$ cat config.mk
export PLATFORM = sky130hd
export DESIGN_NAME = wave_generator
export DESIGN_NICKNAME = d
export VERILOG_FILES = /design/src/rtl/wave_generator.sv
export SDC_FILE = /design/constraint.sdc
export NUM_CORES = 1
export LEC_CHECK = 0
export CORE_ASPECT_RATIO = 0.5
export CORE_MARGIN = 10
export CORE_UTILIZATION = 60
export DETAILED_ROUTE_END_ITERATION = 10
export PLACE_DENSITY_LB_ADDON = 0.2
export SLEW_MARGIN = 20
export SYNTH_ARGS = -nofsm -noshare
export SYNTH_HDL_FRONTEND = slang
export SYNTH_SLANG_ARGS = --single-unit
$ cat constraint.sdc
create_clock -name clk -period 9.2 [get_ports clk]
set_input_delay 0.92 -clock clk [delete_from_list [all_inputs] [get_ports clk]]
set_output_delay 0.92 -clock clk [all_outputs]
set_load 0.05 [all_outputs]
$ cat src/rtl/wave_generator.sv
// -----------------------------------------------------------------------------
// wave_generator
//
// Phase-accumulator waveform source producing square, sawtooth, triangle or
// silent output, scaled by a per-cycle amplitude. Frequency, duty and mode are
// double-buffered: a load strobe captures them into shadow registers, and the
// shadow copy becomes active only at a period boundary (phase wrap), or
// immediately when the generator is idle (enable low or zero increment).
// This keeps waveform periods glitch-free.
//
// Parameters
//   RESOLUTION_BITS (R) : output sample width
//   ACC_WIDTH       (A) : phase accumulator width, must satisfy A >= R+1
//
// Ports
//   clk               in   system clock, rising edge
//   reset             in   asynchronous active-low reset
//   enable            in   run control; when low, phase holds and output is 0
//   load              in   one-cycle strobe capturing frequency/duty/mode
//   frequency_control in   [A-1:0] phase increment per clock
//   duty_control      in   [R-1:0] square-wave high threshold
//   mode              in   [1:0]   00 square, 01 saw, 10 triangle, 11 silence
//   amplitude         in   [R-1:0] output scale, used directly every cycle
//   sync_clear        in   synchronous phase clear
//   wave_out          out  [R-1:0] registered sample
//   period_tick       out  one-cycle pulse after each phase wrap
//   pending           out  shadow settings captured but not yet applied
// -----------------------------------------------------------------------------
module wave_generator #(
    parameter int RESOLUTION_BITS = 8,
    parameter int ACC_WIDTH       = 16
) (
    input  logic                       clk,
    input  logic                       reset,
    input  logic                       enable,
    input  logic                       load,
    input  logic [ACC_WIDTH-1:0]       frequency_control,
    input  logic [RESOLUTION_BITS-1:0] duty_control,
    input  logic [1:0]                 mode,
    input  logic [RESOLUTION_BITS-1:0] amplitude,
    input  logic                       sync_clear,
    output logic [RESOLUTION_BITS-1:0] wave_out,
    output logic                       period_tick,
    output logic                       pending
);

    localparam int R = RESOLUTION_BITS;
    localparam int A = ACC_WIDTH;

    localparam logic [1:0] MODE_SQUARE   = 2'b00;
    localparam logic [1:0] MODE_SAW      = 2'b01;
    localparam logic [1:0] MODE_TRIANGLE = 2'b10;

    // Active and shadow settings
    logic [A-1:0] inc_a, inc_s;
    logic [R-1:0] duty_a, duty_s;
    logic [1:0]   mode_a, mode_s;
    logic         pend_q;

    // Phase accumulator and output registers
    logic [A-1:0] phase_p0;
    logic [R-1:0] wave_p1;
    logic         tick_p1;

    // Combinational helpers
    logic [A:0]   sum_p0;
    logic         wrap_p0;
    logic         apply_p0;
    logic [R-1:0] top_p0;
    logic [R-1:0] tri_t_p0;
    logic         half_p0;
    logic [R-1:0] raw_p0;

    // Raw waveform sample from the phase slices. The triangle folds the
    // second half of the period by inverting the rising ramp.
    function automatic logic [R-1:0] raw_sample(
        input logic [R-1:0] top,
        input logic [R-1:0] tri_t,
        input logic         half,
        input logic [1:0]   md,
        input logic [R-1:0] duty
    );
        logic [R-1:0] res;
        res = '0;
        case (md)
            MODE_SQUARE:   res = (top < duty) ? {R{1'b1}} : '0;
            MODE_SAW:      res = top;
            MODE_TRIANGLE: res = half ? ~tri_t : tri_t;
            default:       res = '0;
        endcase
        return res;
    endfunction

    // Scale by (amp+1)/2^R at full 2R+1 width; amp = all-ones is identity.
    function automatic logic [R-1:0] scale_sample(
        input logic [R-1:0] raw,
        input logic [R-1:0] amp
    );
        logic [R:0]   amp_p1;
        logic [2*R:0] prod;
        amp_p1 = {1'b0, amp} + {{R{1'b0}}, 1'b1};
        prod   = {{(R+1){1'b0}}, raw} * {{R{1'b0}}, amp_p1};
        return prod[2*R-1:R];
    endfunction

    // ---- Stage p0: accumulate, detect wrap, derive raw sample -----------------
    always_comb begin
        sum_p0   = {1'b0, phase_p0} + {1'b0, inc_a};
        // sync_clear overrides the add, so its carry must not count as a wrap
        wrap_p0  = enable & ~sync_clear & sum_p0[A];
        // settings may change at a period boundary or whenever the phase is
        // not advancing, since no period is then in progress
        apply_p0 = wrap_p0 | ~enable | (inc_a == '0);
        top_p0   = phase_p0[A-1 -: R];
        tri_t_p0 = phase_p0[A-2 -: R];
        half_p0  = phase_p0[A-1];
        raw_p0   = raw_sample(top_p0, tri_t_p0, half_p0, mode_a, duty_a);
    end

    always_ff @(posedge clk or negedge reset) begin
        if (!reset) begin
            phase_p0 <= '0;
        end else if (sync_clear) begin
            phase_p0 <= '0;
        end else if (enable) begin
            phase_p0 <= sum_p0[A-1:0];
        end
    end

    always_ff @(posedge clk or negedge reset) begin
        if (!reset) begin
            inc_a  <= '0;
            duty_a <= '0;
            mode_a <= MODE_SQUARE;
            inc_s  <= '0;
            duty_s <= '0;
            mode_s <= MODE_SQUARE;
            pend_q <= 1'b0;
        end else if (apply_p0) begin
            if (load) begin
                // a load on an apply edge bypasses the shadow wait
                inc_a  <= frequency_control;
                duty_a <= duty_control;
                mode_a <= mode;
                inc_s  <= frequency_control;
                duty_s <= duty_control;
                mode_s <= mode;
                pend_q <= 1'b0;
            end else if (pend_q) begin
                inc_a  <= inc_s;
                duty_a <= duty_s;
                mode_a <= mode_s;
                pend_q <= 1'b0;
            end
        end else if (load) begin
            inc_s  <= frequency_control;
            duty_s <= duty_control;
            mode_s <= mode;
            pend_q <= 1'b1;
        end
    end

    // ---- Stage p1: scaled, registered outputs ---------------------------------
    always_ff @(posedge clk or negedge reset) begin
        if (!reset) begin
            wave_p1 <= '0;
            tick_p1 <= 1'b0;
        end else begin
            wave_p1 <= enable ? scale_sample(raw_p0, amplitude) : '0;
            tick_p1 <= wrap_p0;
        end
    end

    assign wave_out    = wave_p1;
    assign period_tick = tick_p1;
    assign pending     = pend_q;

endmodule

==> out/results.tsv <==
stage	metric	value	unit
timing	Final Hold Fails	0	
logic_synthesis	most area-hungry cell type in the Yosys netlist	dfrtp_1	
timing	period utilisation layout	74.2	%
critical_path	CP Launch Type	flip-flop	
min_path	Hold Path Class	flip-flop to flip-flop	
clock_tree	worst skew pair latency	0.33	ns
timing	Final setup viols	0	
logic_synthesis	top cells by count, synth	nor2_1, dfrtp_1, inv_1	
timing	hold_ws	0.496	ns
logic_synthesis	Synth Area in Simple Gates	13.6	%
global_route	Most Crowded Layer GR	met2	
place	Placed Instances	795	
logic_synthesis	EDFF count, synth	0	
detailed_routing	drt wl/cell	16.5	µm
cells_and_area	# fillers	768	
logic_synthesis	Syn Nets	752	
detailed_routing	first drt pass iteration count	5	
clock_tree	Clock H-tree levels	3	
logic_synthesis	share of async-settable or async-resettable flops after synthesis	100	%
detailed_routing	Final ANT Viol Nets	0	
critical_path	Req. time, crit path	9.38	ns
global_route	routing usage on met3	3.45	%
cells_and_area	share of cells above drive strength 1	14.5	%
global_route	largest net degree at the start of global routing	79	
logic_synthesis	mux share of post-synthesis cell area	12.1	%
place	HPWL Detailed	10.1	mm
place	Post-DP Area	6920	µm²
clock_tree	TritonCTS clock tree	done	
timing	RSZ-0062 raised after global routing	no	
global_route	GR Util met1	26.6	%
timing	worst slew pin tran	1.00	ns
logic_synthesis	Yosys reg bits	78	
cells_and_area	Antenna Cells	0	
clock_tree	CTS root buffer	clkbuf_16	
detailed_routing	DR vias/cell	5.66	
critical_path	crit end category	flip-flop	
critical_path	crit path DAT	7.01	ns
floorplan	Die H	92.5	µm
logic_synthesis	ys flop type	dfrtp_1	
detailed_routing	initial DRC count	216	
cells_and_area	Nets	803	
critical_path	CP cell instances	ha_1 > nand4_1 > nor2_1 > a21oi_1 > a221oi_1 > buf_4 > or2_2 > fa_1 > inv_1 > fa_1 > fa_1 > inv_1 > fa_1 > inv_1 > ha_1 > a2111oi_0 > nor3b_1 > o31ai_1 > a211oi_1 > nor4_1	
clock_tree	post_cts resized	0	
critical_path	CP Class	flip-flop to flip-flop	
status	outcome	complete, no violations	
clock_tree	hold_buf cts	0	
critical_path	slowest stage delay, CP	0.75	ns
cells_and_area	fin area	7220	µm²
global_route	global route total overflow	0	
logic_synthesis	Mapped Cells	616	
logic_synthesis	register area share after synthesis	30.9	%
floorplan	Initial Util	61.6	%
place	GPL Wtd Cong	0.896	
floorplan	die footprint	15300	µm²
critical_path	CP max FO	13	
logic_synthesis	synthesized area per cell	10.2	µm²
timing	Setup TNS Final	0	ns
critical_path	CP max stage cell	a21oi_1	
clock_tree	clk sink count	78	
clock_tree	TritonCTS buffer count	9	
clock_tree	CTS Buffer Depth	2	
global_route	met2 Use GR	30.2	%
logic_synthesis	synth warn	0	
global_route	first-pass GRT wire length	24.1	mm
place	IO buf count	48	
floorplan	CORE AREA	10200	µm²
detailed_routing	total wire length	13.4	mm
logic_synthesis	Synth cell types	54	
floorplan	die span in x	165	µm
logic_synthesis	area share of the largest cell type after synthesis	30.9	%
logic_synthesis	largest family of logic cells by synthesized area	adder cells	
timing	Tmin final	6.82	ns
clock_tree	# Post-CTS Setup Buffers	0	
clock_tree	Clock Pin Slew Worst Setup and Hold Paths	0.06	ns
global_route	aggregate global-route resource usage	19.1	%
timing	max-slew violations	0	
logic_synthesis	compound-cell area share of the yosys netlist	10.1	%
flow_run	Max-Cap Viols	0	
floorplan	Cell Rows	26	
logic_synthesis	count leader, synth	nor2_1	
timing	clock skew	0.00676	ns
detailed_routing	vias	4588	
critical_path	Crit path top cell by count	fa_1	
logic_synthesis	Synth Area in Adders	24.1	%
cells_and_area	Final Non-Filler Cells	811	
timing	Slew headroom	33.2	%
floorplan	IO Pins	49	
timing	Max Clk Rate	147	MHz
logic_synthesis	Synth area leaders	dfrtp_1, fa_1, ha_1	
detailed_routing	DRC	0	
logic_synthesis	Cell Area, Synth	6310	µm²
cells_and_area	Layout Area Growth over Synthesis	14.4	%
global_route	initial antenna violation count	0	
global_route	vias in the first global route	4999	
logic_synthesis	Post-Synth XOR/XNOR Area	3.61	%
critical path, delay by kind of cell (launching register included):
kind	cells	cell delay, ns
buf+inv	4	0.38
simple gates	5	0.93
fa+ha+maj	6	2.78
flops	1	0.69
compound gates	5	1.91
path summary, 6_finish.rpt:
| path | start | endpoint | slack, ns | cells after the start |
|---|---|---|---|---|
| max | phase_p0[15] | wave_out[4] | 2.38 | 20 |
| min | duty_s[0] | duty_s[0] | 0.50 | 1 |
| max reg2reg | phase_p0[15] | wave_out[4] | 2.38 | 20 |
| min reg2reg | duty_s[0] | duty_s[0] | 0.50 | 1 |
| max in group asynchronous | reset | wave_out[4] | 7.85 | 1 |
| min in group asynchronous | reset | duty_s[7] | 0.75 | 1 |
metrics by stage:
step	worst slack [ns]	util, %
6_report	2.38	70.5
5_1_grt	1.95	70.5
4_1_cts	2.48	70.4
3_5_place_dp	2.41	67.6
3_3_place_gp	2.56	67.6
2_1_floorplan	3.38	-
cells in the final DEF, fill, tap and decap left out, types with 9 or more instances in the layout:
master | synthesis | final
nor3_1 | 15 | 15
clkdlybuf4s50_1 | 0 | 47
nor2b_1 | 11 | 11
nor2_1 | 81 | 81
nand3_1 | 10 | 10
dfrtp_1 | 78 | 78
xor2_1 | 13 | 13
mux2_2 | 32 | 32
inv_1 | 70 | 70
a21oi_1 | 18 | 18
or2_2 | 16 | 16
o21ai_0 | 15 | 15
mux2i_1 | 10 | 10
fa_1 | 41 | 41
ha_1 | 56 | 56
clkbuf_16 | 0 | 9
xnor2_1 | 13 | 13
nand2_1 | 14 | 14
mux2_4 | 20 | 20
a211oi_1 | 9 | 9
cell type report:
class	instances	area (µm²)	area share (%)
clock buffer	12	246	3.41
tap	140	175	2.43
timing repair buffer	56	536	7.42
sequential	78	1950	27.0
clock inverter	3	45.0	0.624
inverter	70	263	3.64
multi-input combinational	452	4000	55.4
sequential cells by signal, summed over array words and instances (netlist names):
| signal | count |
|---|---|
| duty_a | 8 |
| duty_s | 8 |
| inc_s | 16 |
| period_tick | 1 |
| mode_a | 2 |
| pending | 1 |
| wave_out | 8 |
| mode_s | 2 |
| phase_p0 | 16 |
| inc_a | 16 |
cells by family after synthesis:
family          Yosys count
mux                      62
simple gates            175
flops                    78
fa+ha+maj                97
buf+inv                  86
compound gates           92
xor+xnor                 26
per-layer routing:
metal  up-vias  part of all wire (%)
met5         -                     0
met4         0                   1.2
met3        15                   5.4
met2       115                    46
met1      2246                    47
li1       2212                     -
Power is not shown: default switching activity piles up to over one toggle a cycle in this logic, so the estimate is an artifact.
